<file path="src/rtl/seq_divider.sv">
// Sequential unsigned restoring divider, one quotient bit per clock.
//
// Ports:
//   clk       - clock, all state updates on the rising edge
//   rst       - synchronous active-high reset, overrides start
//   start     - request; accepted when idle or in the done cycle
//   dividend  - WIDTH_N-bit unsigned dividend, captured on accept
//   divisor   - WIDTH_D-bit unsigned divisor, captured on accept
//   busy      - high while iterating
//   done      - single-cycle pulse; results valid from this cycle
//   quotient  - WIDTH_N-bit quotient (all ones on divide-by-zero)
//   remainder - WIDTH_D-bit remainder (dividend low bits on divide-by-zero)
//   div_zero  - set together with done when the divisor was zero
module seq_divider #(
    parameter int unsigned WIDTH_N = 16,
    parameter int unsigned WIDTH_D = 8
) (
    input  logic               clk,
    input  logic               rst,
    input  logic               start,
    input  logic [WIDTH_N-1:0] dividend,
    input  logic [WIDTH_D-1:0] divisor,
    output logic               busy,
    output logic               done,
    output logic [WIDTH_N-1:0] quotient,
    output logic [WIDTH_D-1:0] remainder,
    output logic               div_zero
);

    localparam int unsigned CntW = (WIDTH_N > 1) ? $clog2(WIDTH_N) : 1;
    localparam logic [CntW-1:0] CntLast = CntW'(WIDTH_N - 1);

    typedef enum logic [1:0] {StIdle, StRun, StDone} state_e;

    state_e             state_q, state_d;
    logic [CntW-1:0]    cnt_q, cnt_d;
    logic [WIDTH_D:0]   p_q, p_d;       // extra bit keeps max-value trials from overflowing
    logic [WIDTH_N-1:0] q_q, q_d;
    logic [WIDTH_D-1:0] dvsr_q, dvsr_d;
    logic [WIDTH_N-1:0] quot_q, quot_d;
    logic [WIDTH_D-1:0] rem_q, rem_d;
    logic               dz_q, dz_d;

    logic [WIDTH_D:0]   trial;
    logic [WIDTH_D:0]   diff;
    logic               fits;

    always_comb begin
        state_d = state_q;
        cnt_d   = cnt_q;
        p_d     = p_q;
        q_d     = q_q;
        dvsr_d  = dvsr_q;
        quot_d  = quot_q;
        rem_d   = rem_q;
        dz_d    = dz_q;

        trial = {p_q[WIDTH_D-1:0], q_q[WIDTH_N-1]};
        fits  = (trial >= {1'b0, dvsr_q});
        diff  = trial - {1'b0, dvsr_q};

        unique case (state_q)
            StIdle, StDone: begin
                if (start) begin
                    dvsr_d = divisor;
                    q_d    = dividend;
                    p_d    = '0;
                    cnt_d  = '0;
                    if (divisor == '0) begin
                        // No iterations: report the saturated result right away.
                        state_d = StDone;
                        quot_d  = '1;
                        rem_d   = dividend[WIDTH_D-1:0];
                        dz_d    = 1'b1;
                    end else begin
                        state_d = StRun;
                    end
                end else begin
                    state_d = StIdle;
                end
            end
            StRun: begin
                p_d   = fits ? diff : trial;
                q_d   = {q_q[WIDTH_N-2:0], fits};
                cnt_d = cnt_q + 1'b1;
                if (cnt_q == CntLast) begin
                    state_d = StDone;
                    quot_d  = q_d;
                    rem_d   = p_d[WIDTH_D-1:0];
                    dz_d    = 1'b0;
                end
            end
            default: state_d = StIdle;
        endcase
    end

    always_ff @(posedge clk) begin
        if (rst) begin
            state_q <= StIdle;
            cnt_q   <= '0;
            p_q     <= '0;
            q_q     <= '0;
            dvsr_q  <= '0;
            quot_q  <= '0;
            rem_q   <= '0;
            dz_q    <= 1'b0;
        end else begin
            state_q <= state_d;
            cnt_q   <= cnt_d;
            p_q     <= p_d;
            q_q     <= q_d;
            dvsr_q  <= dvsr_d;
            quot_q  <= quot_d;
            rem_q   <= rem_d;
            dz_q    <= dz_d;
        end
    end

    assign busy      = (state_q == StRun);
    assign done      = (state_q == StDone);
    assign quotient  = quot_q;
    assign remainder = rem_q;
    assign div_zero  = dz_q;

endmodule

</file>
<file path="config.mk">
export PLATFORM = sky130hd
export DESIGN_NAME = seq_divider
export DESIGN_NICKNAME = d
export VERILOG_FILES = /design/src/rtl/seq_divider.sv
export SDC_FILE = /design/constraint.sdc
export NUM_CORES = 1
export LEC_CHECK = 0
export CORE_MARGIN = 4
export CORE_UTILIZATION = 47
export DETAILED_ROUTE_END_ITERATION = 7
export GPL_TIMING_DRIVEN = 0
export PLACE_DENSITY = 0.76
export SYNTH_ARGS = -nofsm -noshare
export SYNTH_HDL_FRONTEND = slang
export SYNTH_SLANG_ARGS = --single-unit
</file>
<file path="constraint.sdc">
create_clock -name clk -period 2.1 [get_ports clk]
set_input_delay 0.315 -clock clk [delete_from_list [all_inputs] [get_ports clk]]
set_output_delay 0.315 -clock clk [all_outputs]
set_load 0.02 [all_outputs]
</file>
# --- After elaboration in Yosys (flattened, before gate mapping) ---
# Cells that the tools add are included.
op_classes:
  n_mux: 23
  eq_ne: 6
  add_sub_neg: 2
  magnitude_cmp: 1
  reduce_logical: 7
ops:
  columns: ["operator", "n"]
  rows:
  - ["$mux W16", 4]
  - ["$pmux W16 S2", 2]
  - ["$mux W8", 5]
  - ["$pmux W8 S2", 2]
  - ["$ge A9 B8 Y1", 1]
  - ["$logic_not A8 Y1", 1]
  - ["$pmux W4 S2", 1]
  - ["$sub A8 B8 Y8", 1]
  - ["$mux W2", 3]
  - ["$add A4 B1 Y4 const B", 1]
  - ["$eq A4 B4 Y1 const B", 1]
  - ["$mux W4", 1]
  - ["$ne A2 B2 Y1 const B", 2]
  - ["$pmux W2 S2", 1]
  - ["$reduce_and A2 Y1", 2]
  - ["$reduce_and A4 Y1", 1]
  - ["$mux W1", 3]
  - ["$eq A2 B1 Y1 const B", 1]
  - ["$eq A2 B2 Y1 const B", 1]
  - ["$logic_not A2 Y1", 1]
  - ["$ne A2 B1 Y1 const B", 1]
  - ["$pmux W1 S2", 1]
  - ["$reduce_bool A2 Y1", 1]
  - ["$reduce_or A2 Y1", 1]
word_totals:
  inputBits: 27
  output_inout_bits: 27
  ff_bits: 63
  elab_cells: 47

# --- Longest topological paths before layout ---
depth:
  word_depth: 4
  ltp_mapped: 10
  mapped_depth_nobuf: 10

# --- Least setup slack after synthesis ---
# Ideal clock, no wire load.
synth_path:
  path_type: "register to register"
  startpoint: "register dvsr_q[3]"
  endpoint: "register rem_q[0], in the netlist remainder[0]"
  n_path_buf: 1
  t_required_ps: 2012
  period_less_slack_ps: 2068
  arrival_time_ps: 1980
  path_stages_with_launch: 10
  slack_ps: 32
  setup_ps: 88
  path_cell_list: "dfxtp_1 > inv_1 > ha_1 > nand3_1 > o21bai_4 > a2111oi_4 > nor2b_2 > buf_6 > or3_1 > a311oi_2"
synth_via:
  elab_chain_len: 4
synth_rtl:
  columns: ["item", "line", "source"]
  rows:
  - ["from (decl)", "39", "logic [WIDTH_D-1:0] dvsr_q, dvsr_d;"]
  - ["from (signal assigned)", "112", "dvsr_q <= dvsr_d;"]
  - ["$ge A9 B8 Y1", "59", "fits = (trial >= {1'b0, dvsr_q});"]
  - ["$mux W8", "83", "p_d = fits ? diff : trial;"]
  - ["$mux W8", "86", "if (cnt_q == CntLast) begin"]
  - ["$pmux W8 S2", "62", "unique case (state_q)"]
  - ["to (signal assigned)", "114", "rem_q <= rem_d;"]
  - ["to (decl)", "41", "logic [WIDTH_D-1:0] rem_q, rem_d;"]
# Every way passes these cells. The select of a mux whose other input is x is not followed.
# A chain may end at the register's enable or synchronous reset.

# --- Final worst setup path ---
layout_path:
  startpoint: "register dvsr_q[1]"
  endpoint: "register p_q[0]"
layout_via:
  elab_chain_len: 3
layout_rtl:
  columns: ["item", "line", "source"]
  rows:
  - ["$ge A9 B8 Y1", "59", null]
  - ["$mux W8", "83", null]
  - ["$pmux W8 S2", "62", null]
  - ["to (signal assigned)", "110", "p_q <= p_d;"]
  - ["to (decl)", "37", "logic [WIDTH_D:0] p_q, p_d;"]
# Every way passes these cells.

==> metrics <==
Final GP Congestion 0.884; maximum vdd drop 0.580 mV; Clock Tree Root clkbuf_8; DRT antenna net count 0; library cells used by synthesis 47; vias in the first global route 2990; die area 7590 sq um; Startpoint Class flip-flop; total power 3580 uW; Diodes inserted 0; status finished with violations; routed wire length 8870 um; GRT Overall Usage 0.241; HPWL Detailed 5870 um; Die W 87.1 um; area of the multi-input gates 1710 sq um; first-pass GRT wire length 14000 um; Storage cell area 1280 sq um; IO Pins 54; # rows 28; RSZ-0062 raised after global routing yes; total clock sinks 63; number of nets in the layout 474; # Max-Cap Violations 0; worst min-delay path class reg2reg; Comb pwr share 0.316; Post-synth top flop dfxtp_1; share of cells above drive strength 1 0.197; CP Class reg2reg; CTS Buf Count 9; Slew Limit Fails 0; TritonRoute pass-1 iters 5; Tmin final 2.12 ns; largest net degree at the start of global routing 11; CP Data Required Time 2.37 ns; Switching Share 0.310; Area Overhead vs Synth 39.0%; 1st-iter DRT viols 203; gate count of the mapped netlist 362; Tcrit/Tclk final 1.01; hold slack 0.454 ns; # fillers 483; violated checks setup timing; clock skew 0.0114 ns; drt via density 5.72; clock buffer depth 2; Hold Buf Count CTS 0; hold violation count in the final report 0; Worst Path Arrival 2.39 ns; PD cells 876 nW/um^2; number of flops mapped to enable cells by yosys 0; CP Capture Type flip-flop; placed cells 490; crit path max fanout 4; Final Instance Area 4090 sq um; final non-filler cell total 517; final setup vio count 3; DRC errors left 0; Clk Latency, worst-skew pair 0.35 ns; core area 5990 sq um; TritonCTS clock tree yes; die height 87.1 um; Worst-Margin Slew 0.631 ns; final setup margin -0.0218 ns; post-DR wirelength/cell 17.2 um; worst rel slew slack 0.580; Reg clk slew, reported paths 0.07 ns; placed instance area 3570 sq um; antenna violations before repair 0; Int Pwr 2470 uW; cell area after synthesis 2940 sq um; GRT Residual Overflow 0; number of synthesized register bits 63; f_max 0.471 GHz; htree depth 3; sequential fraction of the synthesis area 0.429; warnings from Yosys 0; Port Buffers 53; mean post-synth cell area 8.13 sq um; starting density of the core 0.491; Syn Nets 399; Switching Power 1110 uW; FFs w/ async S/R, synth 0; sequential power share 0.369; via count 2955; leak pwr 0.00152 uW; clock share of power 0.315
==> per-layer routing <==
metal  global-route usage  routed length [um]
met5                    0                   0
met4               0.0907                 138
met3               0.0653                 490
met2                0.395                4390
met1                0.302                3850
==> cell usage in the layout, fill, tap and decap left out, drive strengths merged, types with 5 or more instances in the layout <==
cell	n
a211oi	5
a21oi	20
a311oi	16
buf	23
clkbuf	24
clkdlybuf4s50	52
dfxtp	63
ha	9
inv	12
mux2i	6
nand2	59
nor2	67
nor3	17
o21ai	14
==> critical path, stage by stage (launching register included) <==
cell and delay [ns]:
dfxtp_2 0.34, inv_2 0.06, ha_1 0.29, and2b_2 0.23, o21bai_4 0.15, a2111oi_4 0.11
nor2b_4 0.21, buf_6 0.16, mux2_2 0.35, o21ai_1 0.14
==> power by group through the flow <==
stage / Clock [uW] / Combinational, uW / Sequential, uW
after floorplan: 0 / 543 / 1320
after global placement: 0 / 720 / 1330
after detailed placement: 0 / 733 / 1330
after CTS: 1120 / 954 / 1310
after global routing: 1170 / 1210 / 1330
final: 1130 / 1130 / 1320
==> final timing paths <==
check / start / endpoint / slack, ns / cells after the start
worst max-delay path: dvsr_q[1]$_SDFFE_PP0P_ / p_q[0]$_SDFFE_PP0P_ / -0.02 / 9
worst max register to register: dvsr_q[1]$_SDFFE_PP0P_ / p_q[0]$_SDFFE_PP0P_ / -0.02 / 9
worst min register to register: dvsr_q[4]$_SDFFE_PP0P_ / dvsr_q[4]$_SDFFE_PP0P_ / 0.45 / 2
worst min-delay path: dvsr_q[4]$_SDFFE_PP0P_ / dvsr_q[4]$_SDFFE_PP0P_ / 0.45 / 2
==> metrics by stage <==
stage / utilization / worst slack, ns / TNS, ns
4_1_cts: 0.660 / -0.0146 / -0.0260
2_1_floorplan: - / 0.0320 / 0
6_report: 0.683 / -0.0218 / -0.0423
5_1_grt: 0.683 / -0.140 / -0.554
3_5_place_dp: 0.595 / -0.305 / -4.33
3_3_place_gp: 0.595 / -0.242 / -3.35
==> state kept, by name, summed over array words and instances, names as in the netlist <==
| register | count |
|---|---|
| cnt_q | 4 |
| div_zero | 1 |
| dvsr_q | 8 |
| p_q | 8 |
| q_q | 16 |
| quotient | 16 |
| remainder | 8 |
| state_q | 2 |
==> repair_timing <==
action                     in CTS  in global routing
gates resized for setup        34                 28
pin swaps                      10                 15
setup buffers                  10                  3
setup endpoints to repair      26                 27
==> logic make-up after synthesis <==
| group | count (synthesis) | synth area share |
|---|---|---|
| compound gates | 75 | 0.186 |
| xor+xnor | 5 | 0.0149 |
| fa+ha+maj | 10 | 0.0451 |
| buf+inv | 35 | 0.0595 |
| flops | 63 | 0.429 |
| mux | 7 | 0.0242 |
| simple gates | 167 | 0.242 |
==> cells in the mapped netlist (4+ instances only) <==
library cell,instances,area (sq um)
a211oi_1,5,37.5
a21oi_1,20,100
a311oi_1,15,131
buf_1,4,15.0
buf_6,5,56.3
clkbuf_1,11,41.3
dfxtp_1,63,1260
ha_1,9,113
inv_1,12,45.0
mux2i_1,6,60.1
nand2_1,59,221
nand3_1,4,20.0
nor2_1,67,251
nor3_1,17,85.1
o21ai_0,13,65.1
o32ai_1,4,35.0
xnor2_1,4,35.0
==> area by class of cell <==
class,count,area share
Inverter,12,0.0116
Sequential cell,63,0.312
Buffer,21,0.0281
Timing Repair Buffer,66,0.156
Tap cell,75,0.0229
Clock buffer,13,0.0413
Multi-Input combinational cell,264,0.418
Clock inverter,3,0.00979
Power figures use the tool's default switching activity.
